`src/rtl/store_buffer.sv`:
```
// store_buffer: posted-store FIFO between a single-cycle CPU data port and a
// slower req/ack backing memory. Stores are queued and drained in order. A
// load that cannot be served from the buffer triggers one memory read while
// the CPU is stalled.
// Optional feature macro: STORE_FWD_EN. When defined, loads that match a
// buffered store are answered from the youngest matching entry. When it is
// undefined, there is no compare logic: a load waits for the buffer to drain
// completely and is then served by a memory read.
module store_buffer #(
    parameter int DEPTH = 4,
    parameter int AW    = 32,
    parameter int DW    = 32
) (
    input  logic                     clk_i,
    input  logic                     rst_i,
    input  logic [AW-1:0]            cpu_addr_i,
    input  logic [DW-1:0]            cpu_data_i,
    input  logic                     cpu_we_i,
    input  logic                     cpu_re_i,
    output logic [DW-1:0]            cpu_data_o,
    output logic                     cpu_stall_o,
    output logic                     mem_req_o,
    output logic                     mem_we_o,
    output logic [AW-1:0]            mem_addr_o,
    output logic [DW-1:0]            mem_data_o,
    input  logic                     mem_ack_i,
    input  logic [DW-1:0]            mem_rdata_i,
    output logic [$clog2(DEPTH):0]   count_o
);

    localparam int PW = $clog2(DEPTH);
    localparam int WW = AW - 2;
    localparam logic [PW:0] DEPTH_C = (PW+1)'(DEPTH);
    localparam logic [PW:0] ONE_C   = (PW+1)'(1);

    typedef enum logic [1:0] {
        IDLE  = 2'd0,
        WR    = 2'd1,
        RD    = 2'd2,
        RDONE = 2'd3
    } state_t;

    state_t          state_q, state_d;
    logic [PW-1:0]   wr_ptr_q, rd_ptr_q;
    logic [PW:0]     count_q, count_d;

    // Store slots hold word addresses only; byte offsets are irrelevant.
    logic [WW-1:0]   buf_addr_q [DEPTH];
    logic [DW-1:0]   buf_data_q [DEPTH];
    logic [DW-1:0]   rdata_q;

    logic            full, empty;
    logic            store_req, load_req, load_miss;
    logic            push, pop;
    logic            rd_from_idle, rd_after_pop;
    logic [WW-1:0]   cpu_word;

    // Byte offset bits are deliberately ignored (word granularity).
    logic            unused_byte_ofs;
    assign unused_byte_ofs = ^cpu_addr_i[1:0];

    assign cpu_word  = cpu_addr_i[AW-1:2];
    assign full      = (count_q == DEPTH_C);
    assign empty     = (count_q == '0);

    // A simultaneous store and load is treated as a store.
    assign store_req = cpu_we_i;
    assign load_req  = cpu_re_i && !cpu_we_i;

    // A pop happens only when the memory acknowledges the head write.
    assign pop       = (state_q == WR) && mem_ack_i;

    // When full, the store can still enter in the same cycle the head leaves.
    assign push      = store_req && (!full || pop);

`ifdef STORE_FWD_EN
    logic            load_hit;
    logic [DW-1:0]   fwd_data;

    // Search oldest to youngest so the youngest matching store wins.
    always_comb begin
        load_hit = 1'b0;
        fwd_data = '0;
        for (int i = 0; i < DEPTH; i++) begin
            if (((PW+1)'(i) < count_q) &&
                (buf_addr_q[rd_ptr_q + PW'(i)] == cpu_word)) begin
                load_hit = 1'b1;
                fwd_data = buf_data_q[rd_ptr_q + PW'(i)];
            end
        end
    end

    assign load_miss    = load_req && !load_hit;
    // Memory holds the current value of any word not in the buffer, so a miss
    // may read immediately even with other stores still queued.
    assign rd_from_idle = load_miss;
    assign rd_after_pop = load_miss;
`else
    // Without forwarding every load is served from memory, and only once the
    // buffer is empty so the read observes all older stores.
    assign load_miss    = load_req;
    assign rd_from_idle = load_req && empty;
    assign rd_after_pop = load_req && (count_q == ONE_C);
`endif

    // Stall a store into a full buffer unless a pop frees a slot this cycle;
    // stall a missing load until the cycle its read data is presented.
    always_comb begin
        cpu_stall_o = 1'b0;
        if (store_req && full && !pop) begin
            cpu_stall_o = 1'b1;
        end
        if (load_miss && (state_q != RDONE)) begin
            cpu_stall_o = 1'b1;
        end
    end

    // Load data: latched memory data in RDONE, otherwise a forwarded store.
    always_comb begin
        cpu_data_o = '0;
        if (state_q == RDONE) begin
            cpu_data_o = rdata_q;
        end
`ifdef STORE_FWD_EN
        else if (load_req && load_hit) begin
            cpu_data_o = fwd_data;
        end
`endif
    end

    // Occupancy next state from the push/pop pair.
    always_comb begin
        count_d = count_q;
        case ({push, pop})
            2'b10:   count_d = count_q + 1'b1;
            2'b01:   count_d = count_q - 1'b1;
            default: count_d = count_q;
        endcase
    end

    // Transaction FSM: next state and memory-side outputs, one request in flight.
    always_comb begin
        state_d    = state_q;
        mem_req_o  = 1'b0;
        mem_we_o   = 1'b0;
        mem_addr_o = '0;
        mem_data_o = '0;
        case (state_q)
            IDLE: begin
                if (rd_from_idle) begin
                    state_d = RD;
                end else if (!empty) begin
                    state_d = WR;
                end
            end
            WR: begin
                mem_req_o  = 1'b1;
                mem_we_o   = 1'b1;
                mem_addr_o = {buf_addr_q[rd_ptr_q], 2'b00};
                mem_data_o = buf_data_q[rd_ptr_q];
                // A waiting load is never allowed to cut in before this ack.
                if (mem_ack_i) begin
                    if (rd_after_pop) begin
                        state_d = RD;
                    end else if (count_q > ONE_C) begin
                        state_d = WR;
                    end else begin
                        state_d = IDLE;
                    end
                end
            end
            RD: begin
                mem_req_o  = 1'b1;
                // The stalled CPU holds its address, so this stays stable.
                mem_addr_o = {cpu_word, 2'b00};
                if (mem_ack_i) begin
                    state_d = RDONE;
                end
            end
            RDONE: begin
                if (!empty) begin
                    state_d = WR;
                end else begin
                    state_d = IDLE;
                end
            end
            default: state_d = IDLE;
        endcase
    end

    // Control registers: pointers, occupancy and FSM state.
    always_ff @(posedge clk_i) begin
        if (rst_i) begin
            wr_ptr_q <= '0;
            rd_ptr_q <= '0;
            count_q  <= '0;
            state_q  <= IDLE;
        end else begin
            if (push) begin
                wr_ptr_q <= wr_ptr_q + 1'b1;
            end
            if (pop) begin
                rd_ptr_q <= rd_ptr_q + 1'b1;
            end
            count_q <= count_d;
            state_q <= state_d;
        end
    end

    // Data registers: store slots and the read-return latch (no reset needed).
    always_ff @(posedge clk_i) begin
        if (push) begin
            buf_addr_q[wr_ptr_q] <= cpu_word;
            buf_data_q[wr_ptr_q] <= cpu_data_i;
        end
        if ((state_q == RD) && mem_ack_i) begin
            rdata_q <= mem_rdata_i;
        end
    end

    assign count_o = count_q;

    a_count_range: assert property (@(posedge clk_i) disable iff (rst_i)
        count_q <= DEPTH_C);
    a_no_empty_pop: assert property (@(posedge clk_i) disable iff (rst_i)
        pop |-> !empty);
    a_req_held: assert property (@(posedge clk_i) disable iff (rst_i)
        (mem_req_o && !mem_ack_i) |=> (mem_req_o && $stable(mem_we_o)));

endmodule

```
`config.mk`:
```
export PLATFORM = sky130hd
export DESIGN_NAME = store_buffer
export DESIGN_NICKNAME = d
export VERILOG_FILES = /design/src/rtl/store_buffer.sv
export SDC_FILE = /design/constraint.sdc
export NUM_CORES = 1
export LEC_CHECK = 0
export CORE_AREA = 2 2 152 154
export DETAILED_ROUTE_END_ITERATION = 10
export DIE_AREA = 0 0 154 156
export PLACE_DENSITY_LB_ADDON = 0.05
export RECOVER_POWER = 100
export SLEW_MARGIN = 15
export SYNTH_ARGS = -nofsm -noshare
export SYNTH_HDL_FRONTEND = slang
export SYNTH_SLANG_ARGS = --single-unit
```
`constraint.sdc`:
```
create_clock -name clk_i -period 4.2 [get_ports clk_i]
set_input_delay 0.63 -clock clk_i [delete_from_list [all_inputs] [get_ports clk_i]]
set_output_delay 0.63 -clock clk_i [all_outputs]
set_load 0.1 [all_outputs]
```
# After elaboration in Yosys (flattened, before gate mapping)
# Memory sizes are Yosys's and may differ from the RTL's. A register that Yosys moved wholly into a read port is not among the register bits.
# Cells that the tools add are included.
word_totals:
  mem_bits_rw: 248
  wordCells: 63
  mem_count: 2
  output_inout_bits: 102
  register_bits: 41
op_classes:
  reduce_logical: 18
  n_lt_le_gt_ge: 1
  mux: 22
  add_sub_neg: 4
  eq_ne: 11
memory_table:
  columns: ["name", "words", "width", "rd", "rd_clocked_by_memory_dff", "write_ports", "line_no", "source"]
  rows:
  - ["buf_data_q", 4, 32, 1, 1, 1, "49", "logic [DW-1:0] buf_data_q [DEPTH];"]
  - ["buf_addr_q", 4, 30, 1, 1, 1, "48", "logic [WW-1:0] buf_addr_q [DEPTH];"]
op_table:
  columns: ["cell", "count"]
  rows:
  - ["32-bit two-way mux", 2]
  - ["32-bit case mux with 2 select lines", 1]
  - ["2-bit two-way mux", 9]
  - ["1-bit logical AND", 9]
  - ["1-bit two-way mux", 8]
  - ["2-bit case mux with 4 select lines", 1]
  - ["2-bit == test, second input constant", 3]
  - ["2-bit inequality test, second input constant", 3]
  - ["3-bit case mux with 2 select lines", 1]
  - ["2-bit by 1-bit adder with 2-bit output, second input constant", 2]
  - ["2-bit by 1-bit == test with 1-bit output, second input constant", 2]
  - ["3-bit by 1-bit adder with 3-bit output, second input constant", 1]
  - ["3-bit by 1-bit == test with 1-bit output, second input constant", 1]
  - ["3-bit == test, second input constant", 1]
  - ["3-bit by 1-bit greater-than comparator with 1-bit output, second input constant", 1]
  - ["1-bit logical NOT", 3]
  - ["3-bit logical NOT", 1]
  - ["3-bit inequality test, second input constant", 1]
  - ["3-bit AND reduction", 1]
  - ["3-bit by 1-bit subtractor with 3-bit output, second input constant", 1]
  - ["2-bit logical NOT", 1]
  - ["2-bit nonzero test", 1]
  - ["2-bit OR reduction", 1]
  - ["1-bit logical OR", 1]

# Logic depth before layout (Yosys ltp)
depth:
  depth_word: 6
  ltp_mapped: 8
  ltp_nobuf: 6

# Worst setup path before layout
# No wires, ideal clock.
synth_path:
  path_type: "reg2out"
  startpoint: "reg state_q[1]"
  endpoint: "out mem_addr_o[10]"
  slack_ps: 172
  path_buffers: 3
  arrival_ps: 3398
  stages_incl_launch_ff: 8
  cell_sequence: "dfxtp_1 -> inv_1 -> ha_1 -> buf_2 -> buf_2 -> buf_1 -> a22oi_1 -> nor2b_1"
synth_between:
  elab_chain_cells: 2
synth_lines:
  columns: ["element", "line_no", "source"]
  rows:
  - ["from (decl)", "43", "state_t state_q, state_d;"]
  - ["from (signal assigned)", "206", "state_q <= state_d;"]
  - ["2-bit == test / 2-bit by 1-bit == test with 1-bit output (equally long branches)", "148", "case (state_q)"]
  - ["32-bit case mux with 2 select lines *", "148", null]
  - ["to (decl)", "24", "output logic [AW-1:0] mem_addr_o,"]
# Every way passes the cells marked *; elsewhere a longest branch is shown, timed or not.

# Worst setup path after layout
layout_path:
  startpoint: "reg state_q[0]"
  endpoint: "out mem_addr_o[6]"
# Same word-level chain as after synthesis.

==> implementation parameters <==
Parameter                              Value

Outcome
  Result of the run ... finished, violations left
  Violated checks ... capacitance limit, slew limit

Cells and area
  Area of the multi-input gates ... 0.00272 mm^2
  Total number of nets in the final design ... 905
  Count of filler cells inserted in the layout ... 1611
  Area added between synthesis and finish ... 24.2%
  Share of layout cells above drive strength 1 ... 21.0%
  Area taken by flip-flops and latches ... 0.00863 mm^2

Power
  Power density of the placed cells ... 641 mW/mm^2
  Leak ... 4.85 nW
  Worst vdd ir ... 447 uV

Timing
  Measured slew at the worst slew-check pin ... ~1.7 ns
  Sum Neg Setup Slack ... 0 ns
  Relative max-transition margin ... -11.2%
  Setup violation total in the final timing report ... 0
  Slack of the critical path ... 0.564 ns
  Minimum clock period ... 3.64 ns
  Final worst-path cycle share ... roughly 87%
  F_max ... 275 MHz
  Clock tree skew after final layout ... roughly 0.014 ns
  Smallest hold slack ... between 0.5 and 0.6 ns
  Unrepaired setup endpoints after global routing ... false
  Number of max-slew violations in the final report ... 53
  Hold Fails Final Rpt ... 0

Drt
  Iteration count of the initial detailed-routing pass ... 5
  Via count ... 6123
  Mean routed wirelength per cell ... roughly 21 um
  Via count normalized by instance count ... 5.54
  Starting DRT DRC Count ... 337
  Remaining antenna violation count ... 0
  DRT Wirelength ... between 20000 and 25000 um
  DRC violation count after routing ... 0

Setup path
  Arrival @ worst endpoint ... 3.01 ns
  Setup slack on the worst flop-to-flop path ... between 0.7 and 0.8 ns
  Required time at the endpoint of the critical path ... 3.57 ns
  Kind of end point of the critical path ... output pin
  Number of cells on the worst reg-to-reg path ... 5
  Worst-path maximum fanout ... 20
  Launch instance of the worst register-to-register path ... count_o[1]
  Crit Path Category ... flop to output pin
  Kind of start point of the critical path ... flop
  Worst reg2reg endpoint ... buf_data_q[2][11]

Die
  Total die area ... 0.0240 mm^2
  Floorplan core area ... 0.0224 mm^2
  DIE WIDTH ... 154 um
  Top-level I/O count ... 203
  Row count ... 55
  Effective utilization at floorplan ... 52.0%
  Overall die height ... 156 um

Flow run
  MaxCap Viol Count ... 2

Clocking
  Clock root buffer ... sky130_fd_sc_hd__clkbuf_16
  Maximum number of buffers from clock root to sink ... 3
  Number of cells upsized or downsized after cts ... 0
  Insertion delay of the later-clocked pin in the worst-skew pair ... 0.55 ns
  Cts bufs inserted ... 30
  Clock tree from TritonCTS ... built
  Clk sink count ... 291
  Clock slew seen by the registers of the worst setup and hold paths ... approximately 0.060 ns
  Hold_buf cts ... 0
  Postcts setup bufs ... 0
  Count of H-tree levels built during CTS ... 1

GRT
  Via count of the first global-routing pass ... 6460
  Overflow left after global routing ... 0
  Maximum number of pins on one net before global-route repair ... 71
  GRT Util Overall ... 19.3%
  Wire length of the first global-routing pass ... 35700 um
  Antenna violations before repair ... 5

Logic synthesis
  Cells after synthesis ... slightly below 600
  Synth unique cells ... 34
  Cell area after synthesis ... 0.0116 mm^2
  Count of synthesis-stage warnings from yosys ... 0
  Count of state elements after synthesis ... 291
  Share of the yosys chip area belonging to registers ... around three quarters
  Average cell area after synthesis ... 19.9 um^2

Worst hold path
  Endpoint, Worst Hold ... rd_ptr_q[0]
  Hold Crit Start ... rd_ptr_q[0]
  Cell depth of the worst hold path ... 2
  Path type of the worst min-delay path ... flop to flop

Placement
  Number of input and output port buffers inserted ... 198
  Placed wire-length estimate ... 13700 um
  Gp weighted congestion ... around 0.76
  Pre-CTS setup slack ... 1.10 ns
[state kept, by name (all words and copies together) (netlist names), named ones only]
register / flops
count_o: 3
rd_ptr_q: 2
buf_addr_q: 120
wr_ptr_q: 2
rdata_q: 32
buf_data_q: 128
state_q: 2
[power by group]
| group | leakage [nW] | internal (mW) | switching [mW] | total (mW) |
|---|---|---|---|---|
| combinational | 1.67 | 0.725 | 2.14 | 2.86 |
| sequential | 2.66 | 3.43 | 0.108 | 3.54 |
| clock | 0.524 | 1.77 | 1.08 | 2.85 |
[stage by stage]
stage / utilization [%] / std cells / instance area, um^2 / total power, mW
final: 64.6 / 1105 / 14400 / 9.25
after global placement: 61.0 / 1044 / 13600 / 6.59
after global routing: 64.5 / 1102 / 14400 / 9.57
after floorplan: - / 585 / 11600 / 5.95
after CTS: 65.8 / 1100 / 14700 / 9.48
after detailed placement: 61.0 / 1044 / 13600 / 6.63
[worst max path at each step]
stage	from	end	slack [ns]	cells after the start
final	state_q[0]	mem_addr_o[6]	0.56	5
after global routing	flop	mem_addr_o[29]	0.36	5
after CTS	flop	mem_addr_o[31]	0.83	5
after detailed placement	mem_ack_i	buf_data_q[3][29]	1.10	5
after global placement	mem_ack_i	buf_addr_q[3][7]	1.11	5
after floorplan	state_q[1]	mem_addr_o[10]	0.17	7
[worst max-delay path, stage by stage (launching register included)]
cell and delay [ns]:
sky130_fd_sc_hd__dfxtp_1 0.40, sky130_fd_sc_hd__inv_1 0.13, sky130_fd_sc_hd__ha_1 0.75, sky130_fd_sc_hd__clkbuf_1 0.49, sky130_fd_sc_hd__nor2b_1 0.21, sky130_fd_sc_hd__clkbuf_2 0.47
[layout by cell type, fill, tap and decap left out, drive strengths merged, types with 2 or more instances in the layout]
master           n
xor2             2
clkinv          15
edfxtp         280
and2            69
dlygate4sd3     98
mux4            62
nor2            13
ha              13
nand3            2
diode            5
dfxtp           11
conb             2
clkbuf         119
buf             20
xnor2            2
bufinv           7
inv              9
a32oi            2
nand2            2
o22ai            2
o21ai            4
a22oi           32
clkdlybuf4s50    3
clkinvlp         3
nor2b           31
a21oi            3
[metal layers]
layer	GRT usage, %	wire length (um)
met1	25.1	9500
met3	4.11	1440
met2	33.3	11600
met5	0	0
met4	5.47	562
[logic make-up after synthesis]
| logic type | share of synthesized area (%) |
|---|---|
| flip-flops | 74.2 |
| AND/OR/NAND/NOR | 6.13 |
| multiplexers | 12.6 |
| AO/OA/AOI/OAI | 3.03 |
| buffers and inverters | 2.34 |
| adder cells (fa/ha/maj) | 1.40 |
| XOR/XNOR | 0.301 |
| other | 0.0322 |
[layout make-up]
| cell class | instances | share of cell area, % |
|---|---|---|
| Tap cell | 285 | 2.47 |
| Sequential cell | 291 | 59.8 |
| Multi-Input combinational cell | 250 | 18.9 |
| Clock buffer | 31 | 5.37 |
| Clock inverter | 25 | 2.12 |
| Inverter | 9 | 0.234 |
| Timing Repair Buffer | 209 | 11.1 |
| Antenna cell | 5 | 0.0866 |
[cells in the mapped netlist, drive strengths merged]
| master | n | share of area (%) |
|---|---|---|
| a211oi | 1 | 0.065 |
| a21oi | 3 | 0.13 |
| a22oi | 32 | 2.1 |
| a311oi | 1 | 0.075 |
| a31oi | 1 | 0.18 |
| a32o | 1 | 0.086 |
| a32oi | 2 | 0.15 |
| and2 | 69 | 3.7 |
| and3b | 1 | 0.075 |
| buf | 20 | 1.6 |
| clkbuf | 15 | 0.48 |
| conb | 1 | 0.032 |
| dfxtp | 11 | 1.9 |
| edfxtp | 280 | 72 |
| ha | 13 | 1.4 |
| inv | 9 | 0.29 |
| mux2 | 1 | 0.097 |
| mux2i | 1 | 0.086 |
| mux4 | 62 | 12 |
| nand2 | 2 | 0.065 |
| nand3 | 2 | 0.086 |
| nand3b | 1 | 0.065 |
| nor2 | 13 | 0.42 |
| nor2b | 31 | 1.7 |
| nor3 | 1 | 0.043 |
| o21ai | 4 | 0.17 |
| o22ai | 2 | 0.11 |
| xnor2 | 2 | 0.15 |
| xor2 | 2 | 0.15 |
(Power assumes the default switching activity.)
